**config.mk**
```make
export PLATFORM = sky130hd
export DESIGN_NAME = sd_cmd_resp_serializer
export DESIGN_NICKNAME = d
export VERILOG_FILES = /design/src/rtl/sd_cmd_resp_serializer_pkg.sv /design/src/rtl/sd_crc7_serial.sv /design/src/rtl/sd_cmd_resp_serializer.sv
export SDC_FILE = /design/constraint.sdc
export NUM_CORES = 1
export LEC_CHECK = 0
export CELL_PAD_IN_SITES_DETAIL_PLACEMENT = 0
export CELL_PAD_IN_SITES_GLOBAL_PLACEMENT = 1
export CORE_UTILIZATION = 39
export CTS_CLUSTER_SIZE = 25
export DETAILED_ROUTE_END_ITERATION = 12
export GPL_TIMING_DRIVEN = 1
export PLACE_DENSITY_LB_ADDON = 0.1
export SYNTH_ARGS = -nofsm -noshare
export SYNTH_HDL_FRONTEND = slang
export SYNTH_SLANG_ARGS = --single-unit
```
**constraint.sdc**
```tcl
create_clock -name CLK -period 2.4 [get_ports CLK]
set_input_delay 0.36 -clock CLK [delete_from_list [all_inputs] [get_ports CLK]]
set_output_delay 0.36 -clock CLK [all_outputs]
set_load 0.05 [all_outputs]
```
**src/rtl/sd_cmd_resp_serializer_pkg.sv**
```systemverilog
// Shared definitions for the SD CMD-line response serializer and its CRC7 engine.
package sd_cmd_resp_serializer_pkg;

    typedef enum logic [1:0] {
        ST_IDLE  = 2'd0,
        ST_WAIT  = 2'd1,
        ST_SHIFT = 2'd2,
        ST_DONE  = 2'd3
    } state_e;

    localparam int unsigned CRC7_W    = 7;
    localparam logic [6:0]  CRC7_POLY = 7'h09;   // x^7 + x^3 + 1

    localparam int unsigned SHORT_LEN = 48;
    localparam int unsigned LONG_LEN  = 136;
    localparam int unsigned FRAME_W   = LONG_LEN;
    localparam int unsigned BIT_CNT_W = 8;

    // Payload bits sent ahead of the CRC field in each frame type
    localparam int unsigned SHORT_DATA_BITS = 40;
    localparam int unsigned LONG_DATA_BITS  = 128;
    // Long frames exclude their first byte from the CRC
    localparam int unsigned LONG_CRC_FIRST  = 8;

    // Short-frame field positions inside the 128-bit payload
    localparam int unsigned SHORT_DATA_MSB = 127;
    localparam int unsigned SHORT_DATA_LSB = 88;
    localparam int unsigned SHORT_CRC_MSB  = 87;
    localparam int unsigned SHORT_CRC_LSB  = 81;

    // One serial CRC7 step, initial value 0, MSB-first message
    function automatic logic [6:0] crc7_step(input logic [6:0] crc, input logic bit_in);
        logic fb;
        fb = bit_in ^ crc[6];
        return {crc[5:0], 1'b0} ^ (fb ? CRC7_POLY : 7'h00);
    endfunction

endpackage

```
**src/rtl/sd_crc7_serial.sv**
```systemverilog
// Bit-serial CRC7 engine; clear has priority over enable.
module sd_crc7_serial
    import sd_cmd_resp_serializer_pkg::*;
(
    input  logic              clk,
    input  logic              clear,
    input  logic              enable,
    input  logic              bit_in,
    output logic [CRC7_W-1:0] crc
);

    logic [CRC7_W-1:0] crc_q, crc_d;

    // Next CRC value: clear, advance by one message bit, or hold
    always_comb begin
        crc_d = crc_q;
        if (clear) begin
            crc_d = '0;
        end else if (enable) begin
            crc_d = crc7_step(crc_q, bit_in);
        end
    end

    // CRC register
    always_ff @(posedge clk) begin
        crc_q <= crc_d;
    end

    assign crc = crc_q;

endmodule

```
**src/rtl/sd_cmd_resp_serializer.sv**
```systemverilog
// Serializes one SD command-line response (48-bit or 136-bit) with optional CRC7.
module sd_cmd_resp_serializer
    import sd_cmd_resp_serializer_pkg::*;
#(
    parameter int unsigned NCR_W  = 4,
    parameter int unsigned CRC_EN = 1
) (
    input  logic             CLK,
    input  logic             RESET,
    input  logic             start,
    input  logic             long_resp,
    input  logic [127:0]     payload,
    input  logic [NCR_W-1:0] ncr,
    input  logic             abort,
    output logic             cmd_out,
    output logic             busy,
    output logic             done
);

    state_e                 state_q, state_d;
    logic [FRAME_W-1:0]     shift_q, shift_d;
    logic [BIT_CNT_W-1:0]   bit_cnt_q, bit_cnt_d;
    logic [NCR_W-1:0]       dly_q, dly_d;
    logic                   long_q, long_d;

    logic                   crc_clr;
    logic                   crc_en;
    logic [CRC7_W-1:0]      crc;
    logic [CRC7_W-1:0]      short_field;

    logic [BIT_CNT_W-1:0]   data_len;
    logic [BIT_CNT_W-1:0]   crc_end;
    logic [BIT_CNT_W-1:0]   cov_first;
    logic [BIT_CNT_W-1:0]   last_idx;
    logic                   in_cov;
    logic                   in_crc;
    logic                   crc_bit;
    logic                   frame_bit;

    // The shift register already holds the verbatim field; with CRC enabled it holds zeros there
    assign short_field = (CRC_EN != 0) ? '0 : payload[SHORT_CRC_MSB:SHORT_CRC_LSB];

    // Frame geometry for the latched frame type and the bit currently on the line
    always_comb begin
        data_len  = long_q ? BIT_CNT_W'(LONG_DATA_BITS) : BIT_CNT_W'(SHORT_DATA_BITS);
        cov_first = long_q ? BIT_CNT_W'(LONG_CRC_FIRST) : '0;
        last_idx  = long_q ? BIT_CNT_W'(LONG_LEN - 1)   : BIT_CNT_W'(SHORT_LEN - 1);
        crc_end   = data_len + BIT_CNT_W'(CRC7_W);
        in_cov    = (state_q == ST_SHIFT) && (bit_cnt_q >= cov_first) && (bit_cnt_q < data_len);
        in_crc    = (bit_cnt_q >= data_len) && (bit_cnt_q < crc_end);
        // Both data lengths are multiples of 8, so the low counter bits index the CRC field
        crc_bit   = crc[3'd6 - bit_cnt_q[2:0]];
        frame_bit = ((CRC_EN != 0) && in_crc) ? crc_bit : shift_q[FRAME_W-1];
    end

    // Next-state and datapath updates for IDLE/WAIT/SHIFT/DONE
    always_comb begin
        state_d   = state_q;
        shift_d   = shift_q;
        bit_cnt_d = bit_cnt_q;
        dly_d     = dly_q;
        long_d    = long_q;
        crc_clr   = 1'b0;
        crc_en    = 1'b0;
        case (state_q)
            ST_IDLE: begin
                if (start) begin
                    state_d   = ST_WAIT;
                    bit_cnt_d = '0;
                    dly_d     = ncr;
                    long_d    = long_resp;
                    crc_clr   = 1'b1;
                    if (long_resp) begin
                        shift_d = {payload, {CRC7_W{1'b0}}, 1'b1};
                    end else begin
                        shift_d = {payload[SHORT_DATA_MSB:SHORT_DATA_LSB], short_field, 1'b1,
                                   {(FRAME_W - SHORT_LEN){1'b0}}};
                    end
                end
            end
            ST_WAIT: begin
                if (abort) begin
                    state_d = ST_DONE;
                end else if (dly_q == '0) begin
                    state_d = ST_SHIFT;
                end else begin
                    dly_d = dly_q - 1'b1;
                end
            end
            ST_SHIFT: begin
                crc_en = in_cov;
                if (abort) begin
                    state_d = ST_DONE;
                end else begin
                    shift_d   = {shift_q[FRAME_W-2:0], 1'b0};
                    bit_cnt_d = bit_cnt_q + 1'b1;
                    if (bit_cnt_q == last_idx) begin
                        state_d = ST_DONE;
                    end
                end
            end
            ST_DONE: begin
                state_d = ST_IDLE;
            end
            default: begin
                state_d = ST_IDLE;
            end
        endcase
    end

    // State, shift register and counters with synchronous active-low reset
    always_ff @(posedge CLK) begin
        if (!RESET) begin
            state_q   <= ST_IDLE;
            shift_q   <= '0;
            bit_cnt_q <= '0;
            dly_q     <= '0;
            long_q    <= 1'b0;
        end else begin
            state_q   <= state_d;
            shift_q   <= shift_d;
            bit_cnt_q <= bit_cnt_d;
            dly_q     <= dly_d;
            long_q    <= long_d;
        end
    end

    sd_crc7_serial u_crc7 (
        .clk    (CLK),
        .clear  (crc_clr | ~RESET),
        .enable (crc_en),
        .bit_in (shift_q[FRAME_W-1]),
        .crc    (crc)
    );

    // Abort masks the line combinationally in the same cycle it is raised
    assign cmd_out = ((state_q == ST_SHIFT) && !abort) ? frame_bit : 1'b1;
    assign busy    = (state_q != ST_IDLE);
    assign done    = (state_q == ST_DONE);

endmodule

```
Yosys cells after proc, flatten, opt, wreduce, memory -nomap -nowiden. Cells that the tools add are included. W data, S select, Z words.

Add/sub/neg operators: 4. Bitwise logic cells: 4. Order comparisons: 5. Equality and inequality tests: 10. Muxes and demuxes: 28. Shifts and indexed selects: 0. Div/mod/pow operators: 0. $mul: 0. Reductions and logical operators: 14.

Operator list (count): $mux W136 (2); $pmux W136 S2 (1); $mux W96 (1); $mux W8 (4); $mux W4 (5); $lt A8 B8 Y1 (2); $pmux W8 S2 (1); $mux W2 (5); $add A8 B1 Y8 const B (1); $add A8 B3 Y8 const B (1); $eq A8 B8 Y1 (1); $ge A8 B4 Y1 (1); $ge A8 B8 Y1 (1); $ne A2 B2 Y1 const B (4); $pmux W2 S4 (1); $pmux W4 S2 (1); $xor A7 B7 Y7 (1); $mux W1 (6); $ne A3 B3 Y1 const B (2); $reduce_and A3 Y1 (2); $reduce_bool A2 Y1 (3); $eq A2 B2 Y1 const B (2); $logic_and A1 B1 Y1 (4); $logic_not A4 Y1 (1); other kinds (12) (12).

Memory bits (writable): 0. Latch bits: 0. Memories: 0. Logic and storage cells: 71. Flip-flop bits (word level): 158. ROM bits: 0. Bits of input ports: 137. Output and inout port bits: 3.

Longest topological paths before layout. Gate-level depths: netlist (run 1).

Word-level depth: 6. Gate-level depth with buffers: 10. Gate-level depth less buffers: 6.

Hierarchy. From an unflattened synthesis (run 1), not the netlist that was laid out.

Cell total of the unflattened synthesis: 765. Area, all modules: 6902.9 µm².

Modules (own cells, without submodules): sd_cmd_resp_serializer (seq. area each 3022.9 µm², cells an instance 739, instances 1, area each 6633.9 µm²); sd_crc7_serial (seq. area each 140.1 µm², cells an instance 26, instances 1, area each 269.0 µm²).

Worst setup path before layout (run 1). OpenSTA, ideal clock, no wires.

Kind: register to output. Start point: reg bit_cnt_q[3]. End point: out cmd_out. Buffers on the path: 0. Cell stages (with the launch flop): 7. Path slack: -0.476 ns. Required time: 2.040 ns. Data arrival time: 2.516 ns. Cells stage by stage: dfxtp_1 inv_1 ha_1 or4b_1 a211o_1 o31ai_2 a21boi_1.

Cells in the longest elaborated chain, start to end: 4. Elaborated cells on any way between the ends: 5. Classes of those cells: 2 x order compare; 2 x mux; 1 x reduce/logical.

Ends and longest elaborated chain: start, declared (RTL line sd_cmd_resp_serializer.sv:22) `logic [BIT_CNT_W-1:0] bit_cnt_q, bit_cnt_d;`; start signal, assigned (RTL line sd_cmd_resp_serializer.sv:122) `bit_cnt_q <= bit_cnt_d;`; $ge A8 B8 Y1 or $lt A8 B8 Y1 (tied branches) (RTL line sd_cmd_resp_serializer.sv:50) `in_crc = (bit_cnt_q >= data_len) && (bit_cnt_q < crc_end);`; $logic_and A1 B1 Y1 (*) (RTL line sd_cmd_resp_serializer.sv:50); $mux W1 (*) (RTL line sd_cmd_resp_serializer.sv:53) `frame_bit = ((CRC_EN != 0) && in_crc) ? crc_bit : shift_q[FRAME_W-1];`; $mux W1 (*) (RTL line sd_cmd_resp_serializer.sv:137) `assign cmd_out = ((state_q == ST_SHIFT) && !abort) ? frame_bit : 1'b1;`; end, declared (RTL line sd_cmd_resp_serializer.sv:15) `output logic cmd_out,`.

Every way passes the cells marked *; elsewhere a longest branch is shown, timed or not.

Final worst setup path (run 1). Ends and elaborated chain as after synthesis.

==> results.md, run 1 <==
- Worst setup startpoint: bit_cnt_q[3]
- Max Cap Viol: 0
- Row count: 48
- Initial antenna violation count: 0
- Routed vias/inst: 5.683
- Crit-path max FO: 2
- Worst setup EP type: output port
- Clock skew: roughly 0.0086 ns
- Clk_lat worst skew: approximately 0.43 ns
- Commonest non-fill, non-tap cell in the layout: dfxtp_1
- Post-synth EDFFs: 0
- Psw: about 0.0047 W
- Ys async rst share: 0
- N_diodes: 0
- IR drop worst, VDD: 0.6200 mV
- Synth Cell Area: about 7000 µm²
- Largest net degree at the start of global routing: 82
- Gpl congestion: 0.8404
- Syn nets: 930
- Postcts setup bufs: 0
- Final nets: approximately 1000
- Worst slew pin tran: 0.6054 ns
- Port buffer count: between 100 and 150
- Synth cell types: 50
- Main synth FF type: dfxtp_1
- Relative slew slack: 0.5964
- Fmax: 366.5 MHz
- CTS Buf Count: 17
- Critical Path Sink: cmd_out
- Most frequent cells in the layout: dfxtp_1 (155), clkdlybuf4s50_1 (137), nor2_1 (133), a221oi_1 (78), nor3_1 (78)
- Core Area: about 17000 µm²
- Hold Path Class: flip-flop to flip-flop
- Reg2Reg Depth: 7
- YS warnings: 0
- Pwr Total: 0.01194 W
- Sequential fraction of the synthesis area: 0.4520
- Crit-path cells: inv_2 -> ha_4 -> or4b_1 -> a211o_1 -> o31ai_2 -> a21boi_4 -> buf_6
- Root buffer cell: clkbuf_16
- DRC Markers: 0
- Hold Violations, Final: 0
- Hold buffer count at CTS: 0
- WP data required: 2.04 ns
- Power Density: 1284 nW/µm²
- Die width: about 140 µm
- Leakage Power: 3.326 nW
- DRT iter0 DRCs: between 400 and 500
- Number of global-route vias before repair: 6014
- Critical path arrival: roughly 2.4 ns
- Comb power frac: 0.451
- Share of cells above drive strength 1: 0.08609
- Sequential fraction of design power: 0.321
- Die height: around 140 µm
- CTS Buffer Depth: 2
- Post-Syn Instances: approximately 800
- Area Growth Syn to Fin: 32.95%
- HPWL Detailed: 12.00 mm
- Violated checks: setup timing
- Slew Viols, Final: 0
- Stages on the worst setup path: 7
- CP startpoint kind: flip-flop
- Worst r2r src: state_q[0]
- Final worst setup slack: -0.3284 ns
- Wire per inst: roughly 16 µm
- RSZ-0062 raised after global routing: true
- Top delay family on crit path: compound AO/OA/AOI/OAI gates
- Buffers and inverters on the worst path: 2
- Cell internal pwr: 0.007234 W
- R2R Path End: shift_q[13]
- Register Area: between 3000 and 4000 µm²
- Detail Route Antenna Nets: 0
- Switching share of power: 0.3943
- GRT Total Usage: 0.2016
- GR Overflow Total: 0
- Final min period: between 2 and 3 ns
- CTS tree: done
- Setup Viol. Count Final: 1
- DR vias: approximately 6400
- Ports: 140
- Clk pin slew, worst setup/hold paths: ~0.060 ns
- Wirelength, routed: around 18 mm
- Syn Area/Cell: 8.960 µm²
- First-pass GRT wire length: between 20 and 30 mm
- Die area: roughly 18000 µm²
- Area of the multi-input gates: 3501 µm²
- H-tree depth: 4
- Clock power frac: 0.229
- Flops & latches, synth: 158
- Initial core utilization: 0.4018
- Status: complete, but fails checks
- Critical path class: flip-flop to output port
- Worst-case register-to-register setup slack: 0.20 ns
- Pre-antenna DRT Iters: 6
- CP max stage cell: or4b_1
- Final-layout fill cell count: roughly 1600
- Dpl ws: -0.006462 ns
- Fin crit share: 1.137
- Clock sinks: about 160
- Slowest Stage Delay on Critical Path: between 0.4 and 0.5 ns
## power groups by stage
stage | clock network (W) | registers (W) | logic (W)
floorplan | 0 | 0.00376 | 0.00415
global placement | 0 | 0.00384 | 0.00524
detailed placement | 0 | 0.00387 | 0.00540
CTS | 0.00279 | 0.00382 | 0.00543
global route | 0.00289 | 0.00392 | 0.00605
finish | 0.00273 | 0.00383 | 0.00538
## cell usage after synthesis, drive strengths merged, types with 3 or more instances
master,number,area [µm²]
xnor2,3,26.28
nor3,78,390.4
o31ai,13,102.6
nand3,14,70.07
nand2b,4,25.02
dfxtp,158,3163
ha,12,150.1
or3,3,18.77
a211oi,43,322.8
a222oi,10,100.1
a21oi,28,140.1
o21ai,11,55.05
a221oi,78,683.2
nor2,133,499.2
nand2,14,52.55
a211o,3,26.28
o21a,3,22.52
nor2b,8,50.05
clkbuf,37,138.9
nor4,3,18.77
mux2i,42,420.4
buf,38,211.5
nand4,7,43.79
inv,14,52.55
## through the flow
step | hold WS, ns | utilization | std cells | cell area [µm²] | setup TNS (ns)
floorplan | 0.4313 | - | 781 | 7023 | 0
global placement | 0.4392 | 0.4995 | 1099 | 8700 | 0
detailed placement | 0.4452 | 0.4995 | 1099 | 8700 | -0.006462
CTS | 0.4527 | 0.5341 | 1131 | 9303 | -0.3458
global route | 0.4683 | 0.5342 | 1131 | 9304 | -0.4140
finish | 0.4493 | 0.5342 | 1131 | 9304 | -0.3284
## metal layers
layer | wire length [µm] | part of all wire | global-route usage | up-vias
met5 | 0 | 0 | 0 | -
met1 | 8101 | 0.44 | 0.2520 | 3033
met2 | 8862 | 0.48 | 0.3220 | 180
li1 | - | - | - | 3177
met3 | 1056 | 0.057 | 0.06264 | 38
met4 | 424 | 0.023 | 0.07963 | 0
## what timing repair did
| action | CTS | global route |
|---|---|---|
| cloned | 0 | 0 |
| resized for setup | 5 | 1 |
| setup endpoints to repair | 1 | 1 |
| pin swaps | 1 | 0 |
## registers in the layout, indices dropped and copies added, names as in the netlist
name and cells:
shift_q 136, state_q 2, u_crc7.crc 7, long_q 1, dly_q 4, bit_cnt_q 8
## tightest hold or removal path: cells and delay by family, from the launching register on
family	cells	cell delay (ns)
AO/OA/AOI/OAI	1	0.05
AND/OR/NAND/NOR	1	0.05
flip-flops	1	0.31
## final cells by class
class | count | area share
inverter | 14 | 0.005917
tap | 225 | 0.03026
timing repair buffer | 168 | 0.1836
sequential | 158 | 0.3404
clock buffer | 21 | 0.04949
multi-input combinational | 534 | 0.3763
clock inverter | 11 | 0.01412
## how the worst min path moves through the flow
| stage | from | endpoint | slack [ns] | cells past startpoint |
|---|---|---|---|---|
| 2_1_floorplan | shift_q[7] | shift_q[7] | 0.43 | 2 |
| 3_3_place_gp | shift_q[3] | shift_q[3] | 0.44 | 2 |
| 3_5_place_dp | shift_q[6] | shift_q[6] | 0.45 | 2 |
| 4_1_cts | shift_q[6] | shift_q[6] | 0.45 | 2 |
| 5_1_grt | shift_q[5] | shift_q[5] | 0.47 | 2 |
| 6_report | shift_q[6] | shift_q[6] | 0.45 | 2 |
## logic make-up after synthesis
| group | after synthesis | share of synthesized area |
|---|---|---|
| AO/OA/AOI/OAI | 202 | 0.2226 |
| XOR/XNOR | 3 | 0.003755 |
| adder cells (fa/ha/maj) | 12 | 0.02145 |
| buffers and inverters | 89 | 0.05757 |
| flip-flops | 158 | 0.4520 |
| multiplexers | 44 | 0.06490 |
| AND/OR/NAND/NOR | 273 | 0.1777 |
(Power assumes the default switching activity.)
==> inputs of run 2 (changes only) <==
==> constraint.sdc (replaced) <==
create_clock -name CLK -period 2.8 [get_ports CLK]
set_input_delay 0.42 -clock CLK [delete_from_list [all_inputs] [get_ports CLK]]
set_output_delay 0.42 -clock CLK [all_outputs]
set_load 0.05 [all_outputs]
==> run 2 against run 1 <==
Effect of this change:
- the run still ends with setup timing left
- final area shrank 0.91%
- clock power fell by 17%
- highest routed layer unchanged
- routed wire length down 1.7%
- via count is 0.93% lower
- count of clock-buffer cells in the layout grew 1
- die area stayed put
- global-route usage increased by 0.16 points
- sequential share of layout area is 0.33 points higher
- final cell count shrank 0.44%
- combinational power is 15% lower
- sequential power is 14% lower
==> results.md, run 2 (synthesis gave the netlist of run 1 again) <==
- Core Area: 17420 µm² (unchanged)
- Worst setup EP type: output port (unchanged)
- Hold Path Class: flip-flop to flip-flop (unchanged)
- Pwr Total: 0.01010 W (was 0.01194 W)
- Worst Hold Depth: 2 (unchanged)
- Final nets: 1036 (was 1042)
- First-pass GRT wire length: 29.82 mm (was 29.64 mm)
- Non-Filler Instances: 1126 (was 1131)
- R2R Path End: bit_cnt_q[2] (was shift_q[13])
- Gpl congestion: 0.8458 (was 0.8404)
- Hold Crit Start: shift_q[6] (unchanged)
- Clock skew: 0.007504 ns (was 0.008563 ns)
- Crit-path max FO: 4 (was 2)
- Worst-case register-to-register setup slack: 0.56 ns (was 0.20 ns)
- Die width: 136.0 µm (unchanged)
- Pre-antenna DRT Iters: 5 (was 6)
- Ports: 140 (unchanged)
- Setup Viol. Count Final: 1 (unchanged)
- Final min period: approximately 2.8 ns
- H-tree depth: 4 (unchanged)
- Die area: 18480 µm² (unchanged)
- DRC Markers: 0 (unchanged)
- Post-placement cell count: 1090 (was 1099)
- HPWL Detailed: 11.79 mm (was 12.00 mm)
- Dpl ws: 0.1391 ns (was -0.006462 ns)
- Commonest non-fill, non-tap cell in the layout: dfxtp_1 (unchanged)
- GRT Total Usage: 0.2032 (was 0.2016)
- Final worst setup slack: -0.01842 ns (was -0.3284 ns)
- Relative slew slack: 0.3031 (was 0.5964)
- Initial antenna violation count: 1 (was 0)
- Status: complete, but fails checks (unchanged)
- Largest register FFs: 136 (unchanged)
- Wirelength, routed: 18.13 mm (was 18.45 mm)
- Worst slew pin tran: 1.045 ns (was 0.6054 ns)
- Critical path class: flip-flop to output port (unchanged)
- Port buffer count: 139 (unchanged)
- Number of global-route vias before repair: 6137 (was 6014)
- RSZ-0062 raised after global routing: true (unchanged)
- Max Cap Viol: 0 (unchanged)
- CTS Buffer Depth: 2 (unchanged)
- CTS Buf Count: 17 (unchanged)
- Initial core utilization: 0.4018 (unchanged)
- Wire per inst: 16.10 µm (was 16.31 µm)
- Clk_lat worst skew: 0.43 ns (about the same)
- CTS tree: done (unchanged)
- IR drop worst, VDD: 0.5445 mV (was 0.6200 mV)
- CP startpoint kind: flip-flop (unchanged)
- Power Density: 1095 nW/µm² (was 1284 nW/µm²)
- WP data required: 2.38 ns (was 2.04 ns)
- Violated checks: setup timing (unchanged)
- Fin crit share: 1.007
- Share of cells above drive strength 1: 0.07889 (was 0.08609)
- Most frequent cells in the layout: dfxtp_1 (156), clkdlybuf4s50_1 (138), nor2_1 (133), a221oi_1 (78), nor3_1 (78) (was dfxtp_1 (155), clkdlybuf4s50_1 (137), nor2_1 (133), a221oi_1 (78), nor3_1 (78))
- Fmax: ~350 MHz
- Slew Viols, Final: 0 (unchanged)
- Reg2Reg Depth: 7 (unchanged)
- Row count: 48 (unchanged)
- Routed vias/inst: 5.655 (was 5.683)
- Area Growth Syn to Fin: 31.74% (was 32.95%)
- Hold-critical path endpoint: shift_q[6] (unchanged)
- Detail Route Antenna Nets: 0 (unchanged)
- Root buffer cell: clkbuf_16 (unchanged)
- DR vias: 6368 (was 6428)
- Setup tns final: -0.01842 ns (was -0.3284 ns)
- DRT iter0 DRCs: 415 (was 460)
- Reg with most FFs: shift_q (unchanged)
- Hold Violations, Final: 0 (unchanged)
- Clk pin slew, worst setup/hold paths: 0.06 ns (about the same)
- Die height: 136.0 µm (unchanged)
- Critical path arrival: 2.40 ns (was 2.37 ns)
- Clock sinks: 158 (unchanged)
- Largest net degree at the start of global routing: 79 (was 82)
- Leakage Power: 3.271 nW (was 3.326 nW)
- Worst r2r src: state_q[0] (unchanged)
- GR Overflow Total: 0 (unchanged)
[run 2: per-layer routing]
| metal | part of all wire | vias to the layer above | global-route usage |
|---|---|---|---|
| met5 | 0 | - | 0 |
| met2 | 0.48 | 172 | 0.3288 |
| met3 | 0.068 | 23 | 0.06711 |
| met4 | 0.017 | 0 | 0.08148 |
| met1 | 0.44 | 3012 | 0.2477 |
| li1 | - | 3161 | - |
[run 2: cell type report]
| class | count | area [µm²] |
|---|---|---|
| Multi-Input combinational cell | 534 | 3503 |
| Clock buffer | 22 | 464.2 |
| Tap cell | 225 | 281.5 |
| Sequential cell | 158 | 3168 |
| Fill cell | 1614 | 8198 |
| Timing Repair Buffer | 162 | 1628 |
| Inverter | 14 | 57.56 |
| Clock inverter | 10 | 113.9 |
| Antenna cell | 1 | 2.502 |
[run 2: power breakdown]
part	switching, W	leakage (nW)	internal (W)
sequential	0.000350	1.30	0.00292
combinational	0.00269	1.68	0.00186
clock	0.000913	0.284	0.00136
total	0.00396	3.27	0.00614
[run 2: worst max path at each step]
| stage | to | startpoint |
|---|---|---|
| 5_1_grt | cmd_out | long_q |
| 3_5_place_dp | cmd_out | bit_cnt_q[3] |
| 3_3_place_gp | cmd_out | bit_cnt_q[3] |
| 2_1_floorplan | cmd_out | bit_cnt_q[3] |
| 6_report | cmd_out | bit_cnt_q[3] |
| 4_1_cts | cmd_out | bit_cnt_q[3] |
[run 2: worst max-delay path, stage by stage, from the launching register on]
cell and delay (ns):
dfxtp_4 0.36, inv_4 0.04, ha_4 0.26, or4b_1 0.43, a211o_1 0.32, o31ai_2 0.18
a21boi_2 0.21, buf_6 0.17
[run 2: metrics by stage]
| step | utilization | area, µm² | hold slack, ns |
|---|---|---|---|
| floorplan | - | 7002 | 0.4313 |
| global placement | 0.4924 | 8576 | 0.4386 |
| detailed placement | 0.4924 | 8576 | 0.4436 |
| CTS | 0.5290 | 9214 | 0.4520 |
| global route | 0.5293 | 9219 | 0.4719 |
| finish | 0.5293 | 9219 | 0.4511 |
[run 2: what timing repair did]
item	in CTS	in global routing
pin swaps	3	0
buffers inserted	3	0
hold buffers	0	0
endpoints found under the setup margin	1	1
gates resized for setup	11	1
==> patch 1, RTL diff (config.mk and constraints of run 1) <==
`BIT_CNT_W`: 8 -> 10.
--- a/src/rtl/sd_cmd_resp_serializer_pkg.sv
+++ b/src/rtl/sd_cmd_resp_serializer_pkg.sv
@@ -14,7 +14,7 @@
     localparam int unsigned SHORT_LEN = 48;
     localparam int unsigned LONG_LEN  = 136;
     localparam int unsigned FRAME_W   = LONG_LEN;
-    localparam int unsigned BIT_CNT_W = 8;
+    localparam int unsigned BIT_CNT_W = 10;
 
     // Payload bits sent ahead of the CRC field in each frame type
     localparam int unsigned SHORT_DATA_BITS = 40;
Behaviour: no difference found for any inputs over 10 cycles, from zero or initial values and one cycle with RESET low; that may be too few to reach the edited logic, so the function may still have changed.
==> patch 1 against run 1 <==
  * The run still ends with negative setup slack left
  * Non-clock buffer count down 8
  * Count of clock-buffer cells in the layout down 2
  * Wire length up 3.2%
  * Cell area up 8.0%
  * Via count down 1.6%
  * Worst setup slack better by 0.25 ns
  * Sequential cell count up 2
  * Power up 7.0%
  * Synthesized area up 10%
  * Critical endpoint unchanged
  * Fmax up 9.9%
  * First-iteration DRC count down 9.8%
==> patch 1: results (changes against run 1) <==
metric,value,unit,change
vias,6328,,was 6428
grtUsageTotal,18.9,%,was 20.2%
synth_common_cells,"dfxtp_1, nor2_1, nand2_1, nor3b_1, a221oi_1",,"was dfxtp_1, nor2_1, a221oi_1, nor3_1, a211oi_1"
ys_seq_area_share,41.5,%,was 45.2%
crit_type,reg -> out,,unchanged
crit_path_max_fanout,5,,was 2
syn_inst,781,,unchanged
synth_top_flop_cell,dfxtp_1,,unchanged
dpl.cell_count,1128,,was 1099
synth_area_leaders,"dfxtp_1, mux2i_1, a221oi_1, a221oi_2, o211a_1",,"was dfxtp_1, a221oi_1, nor2_1, mux2i_1, nor3_1"
largest_reg_flops,136,,unchanged
stdcell_count,1162,,was 1131
setup_tns,-0.0819,ns,was -0.328 ns
place_ws,0.0803,ns,was -0.00646 ns
drive_above_1_share,15.8,%,was 8.61%
synth.distinct_cells,52,,was 50
dp_hpwl,12100,um,was 12000 um
numPortBuffers,139,,unchanged
violations,negative setup slack,,unchanged
internal_power,0.00757,W,was 0.00723 W
clk_pin_slew,0.07,ns,
top_register,shift_q,,unchanged
antenna_cells,0,,unchanged
hold_class,in -> reg,,was reg -> reg
drv_cap,0,,unchanged
antenna_found_initial,0,,unchanged
worstPathArrival,2.12,ns,was 2.37 ns
ys_seq_elements,160,,was 158
clockBufferDepth,2,,unchanged
grt_pass1_vias,6237,,was 6014
worstReg2RegStart,state_q[1],,was state_q[0]
drt_pass1_iterations,5,,was 6
clkLatencyLatePin,0.42,ns,
cts_root_buffer,clkbuf_16,,unchanged
setup_viol,1,,unchanged
wl_per_cell,16.4,um,was 16.3 um
peakVddDrop,0.972,mV,was 0.620 mV
p_leak,4.02,nW,was 3.33 nW
max_slew_margin,59.9,%,was 59.6%
worstSetupStartpoint,bit_cnt_q[1],,was bit_cnt_q[3]
place_congestion,0.849,,was 0.840
final.setup.worst_slack,-0.0819,ns,was -0.328 ns
grt_max_degree,102,,was 82
syn_nets,930,,unchanged
yosys_warnings,0,,unchanged
fin_nets,1034,,was 1042
fin_skew,0.00748,ns,was 0.00856 ns
htreeDepth,4,,unchanged
outcome,"finished, violations left",,unchanged
fillers,1743,,was 1615
min_from,RESET,,was shift_q[6]
grt_first_pass_wirelength,30600,um,was 29600 um
numCtsBuffers,17,,unchanged
async_flop_share,0,%,unchanged
drt_iter0_drc,415,,was 460
[patch 1: changes by cell type after synthesis, sizes merged, moves of 12 or more]
cell	change
nor3	-77
nor2	-25
nor3b	+82
o31ai	-12
a21oi	-18
o211a	+41
nand2	+39
a211oi	-40
[patch 1: area by class of cell]
cell class	instances	area share [%]
Timing Repair Buffer	160	16.6
Sequential cell	160	32.0
Tap cell	265	3.30
Clock buffer	19	4.51
Inverter	15	0.585
Clock inverter	12	1.01
Multi-Input combinational cell	531	41.9
[patch 1: per-stage QoR]
| stage | area, um^2 | total power [W] |
|---|---|---|
| floorplan | 7720 | 0.00883 |
| global placement | 9360 | 0.0100 |
| detailed placement | 9360 | 0.0103 |
| CTS | 9960 | 0.0129 |
| global route | 10000 | 0.0138 |
| finish | 10000 | 0.0128 |
[patch 1: repair_timing]
item                                    in CTS  in global routing
buffers inserted                             1                  2
gates cloned                                 0                  0
pin swaps                                    1                  5
endpoints found under the setup margin       2                  1
gates resized for setup                     13                 12
hold buffers                                 0                  0
[patch 1: worst paths after layout]
path / depth (start not counted) / slack, ns / to
max: 6 / -0.08 / cmd_out
min: 2 / 0.33 / bit_cnt_q[0]
min reg2reg: 2 / 0.46 / shift_q[4]
max reg2reg: 7 / 0.24 / shift_q[23]
[patch 1: logic make-up (layout without fill, tap and decap cells)]
group | Yosys count | count (layout) | synth area share [%]
simple gates | 288 | 288 | 21.4
compound gates | 169 | 169 | 21.4
flops | 160 | 160 | 41.5
buf+inv | 90 | 206 | 5.66
mux | 52 | 52 | 6.92
fa+ha+maj | 12 | 12 | 1.95
xor+xnor | 10 | 10 | 1.13
[patch 1: power by group through the flow]
stage               combinational (W)  sequential (W)  clock, W
finish                        0.00631         0.00391   0.00255
global placement              0.00613         0.00392         0
floorplan                     0.00499         0.00384         0
global route                  0.00704         0.00399   0.00274
detailed placement            0.00636         0.00396         0
CTS                           0.00638         0.00391   0.00262
[patch 1: critical path, stage by stage (launching register included)]
cell and delay [ns]:
dfxtp_4 0.39, ha_4 0.15, xor2_2 0.19, mux4_2 0.54, mux2i_1 0.19, o21ai_2 0.09, buf_6 0.15
[patch 1: routing by layer]
metal	GRT usage, %	up-vias	share of wire, %
li1	-	3088	-
met1	23.9	3101	45
met2	31.6	122	49
met3	4.63	17	4.2
met4	5.72	0	1.4
met5	0	-	0
==> patch 2, RTL diff (settings of run 1) <==
Made on the original files. Take the reset off `shift_q` and load it in a clocked block of its own.
--- a/src/rtl/sd_cmd_resp_serializer.sv
+++ b/src/rtl/sd_cmd_resp_serializer.sv
@@ -112,17 +112,19 @@
     always_ff @(posedge CLK) begin
         if (!RESET) begin
             state_q   <= ST_IDLE;
-            shift_q   <= '0;
             bit_cnt_q <= '0;
             dly_q     <= '0;
             long_q    <= 1'b0;
         end else begin
             state_q   <= state_d;
-            shift_q   <= shift_d;
             bit_cnt_q <= bit_cnt_d;
             dly_q     <= dly_d;
             long_q    <= long_d;
         end
+    end
+
+    always_ff @(posedge CLK) begin
+        shift_q <= shift_d;
     end
 
     sd_crc7_serial u_crc7 (
Function: no difference found for any inputs over 10 cycles, from zero or initial values and one cycle with RESET low; that may be too few to reach the edited logic, so the function may still have changed.
==> patch 2 against run 1 <==
  * The run still ends with negative setup slack left
  * Register-to-register slack better by 0.10 ns
  * Worst setup slack worse by 0.041 ns
  * Die area fell by 0.73%
  * Global-route usage decreased by 3.2 points
  * Sequential cell count unchanged
  * Synthesized area shrank 0.73%
  * Power fell by 6.1%
  * Cell area grew 1.1%
  * Wire length decreased by 19%
  * Worst hold slack gained 0.046 ns
  * Clock skew up 0.0062 ns
  * Fmax fell by 1.5%
  * Count of clock-buffer cells in the layout is 1 lower
  * Critical path type unchanged
  * Largest cell class is now registers
  * Highest routed layer unchanged
==> patch 2: results (changes against run 1) <==
metric,value,unit,change
sh_seq_area,48.1,%,was 34.0%
place_congestion,0.810,,was 0.840
dp_hpwl,9980,um,was 12000 um
postCtsSetupRepairBufs,1,,was 0
grtUsageTotal,17.0,%,was 20.2%
synth_common_cells,"edfxtp_1, a22o_1, mux2_2",,"was dfxtp_1, nor2_1, a221oi_1, nor3_1, a211oi_1"
comb_power,0.00320,W,was 0.00538 W
grt_max_degree,84,,was 82
p_sw,0.00340,W,was 0.00471 W
fin_skew,0.0148,ns,was 0.00856 ns
p_comb_share,28.5,%,was 45.1%
syn_nets,624,,was 930
final.setup.worst_slack,-0.370,ns,was -0.328 ns
stdcell_count,864,,was 1131
max_slew_margin,54.5,%,was 59.6%
drive_above_1_share,18.2,%,was 8.61%
crit_slowest_cell,or4b_4,,was or4b_1
synth_edf_count,136,,was 0
setup_tns,-0.370,ns,was -0.328 ns
drt_wl_total,15000,um,was 18400 um
violations,negative setup slack,,unchanged
buffers,162,,was 168
place_area,8800,um^2,was 8700 um^2
ys_seq_area_share,65.1,%,was 45.2%
inverters,16,,was 14
grt_pass1_vias,4631,,was 6014
drt_iter0_drc,291,,was 460
clkCellAreaFrac,6.28,%,was 6.36%
nMultiInputCombCells,271,,was 534
buf_share,17.4,%,was 18.4%
biggestCellCategory,registers,,was multi-input combinational cells
grt_first_pass_wirelength,23500,um,was 29600 um
dpl.cell_count,831,,was 1099
place_ws,-0.00671,ns,was -0.00646 ns
seq-power,0.00534,W,was 0.00383 W
peakVddDrop,0.771,mV,was 0.620 mV
async_flop_share,0,%,unchanged
muxShareOfSynthArea,7.26,%,was 6.49%
fin_nets,775,,was 1042
setup_viol,1,,unchanged
synth_xor_area_share,0.630,%,was 0.375%
multi_input_area_share,24.5,%,was 37.6%
p_leak,3.44,nW,was 3.33 nW
worstPathArrival,2.41,ns,was 2.37 ns
synth.distinct_cells,55,,was 50
synth_compound_area_share,16.7,%,was 22.3%
clockBufferCount,20,,was 21
ctsResizeCount,7,,was 5
fillers,1425,,was 1615
synthAdderAreaFrac,2.16,%,was 2.15%
post_drt_via_cell_ratio,5.32,,was 5.68
syn_inst,475,,was 781
synth_area_leaders,"edfxtp_1, a22o_1, mux2_2, dfxtp_1, ha_1",,"was dfxtp_1, a221oi_1, nor2_1, mux2i_1, nor3_1"
outcome,"finished, violations left",,unchanged
fin_area,9410,um^2,was 9300 um^2
drt_pass1_iterations,4,,was 6
patch 2: cell count changes in the layout (fill, tap and decap cells not counted), sizes merged, moves of 10 or more:
cell	before	now
dfxtp	158	22
nor2	133	5
a211oi	43	1
mux2i	42	2
nor3	78	1
a222oi	10	0
a221oi	78	1
edfxtp	0	136
mux2	1	41
a22o	0	87
patch 2: routing by layer:
metal | part of all wire, % | vias up | global-route usage [%]
met4 | 1.4 | 0 | 6.68
met1 | 45 | 2248 | 21.9
met5 | 0 | - | 0
met2 | 46 | 127 | 25.5
met3 | 7.5 | 14 | 6.62
li1 | - | 2211 | -
patch 2: final timing paths:
check / start / end / slack, ns / cells after the start
setup / recovery: bit_cnt_q[3] / cmd_out / -0.37 / 7
hold / removal: u_crc7.crc[4] / u_crc7.crc[4] / 0.50 / 2
setup reg to reg: state_q[1] / shift_q[128] / 0.30 / 6
hold reg to reg: u_crc7.crc[4] / u_crc7.crc[4] / 0.50 / 2
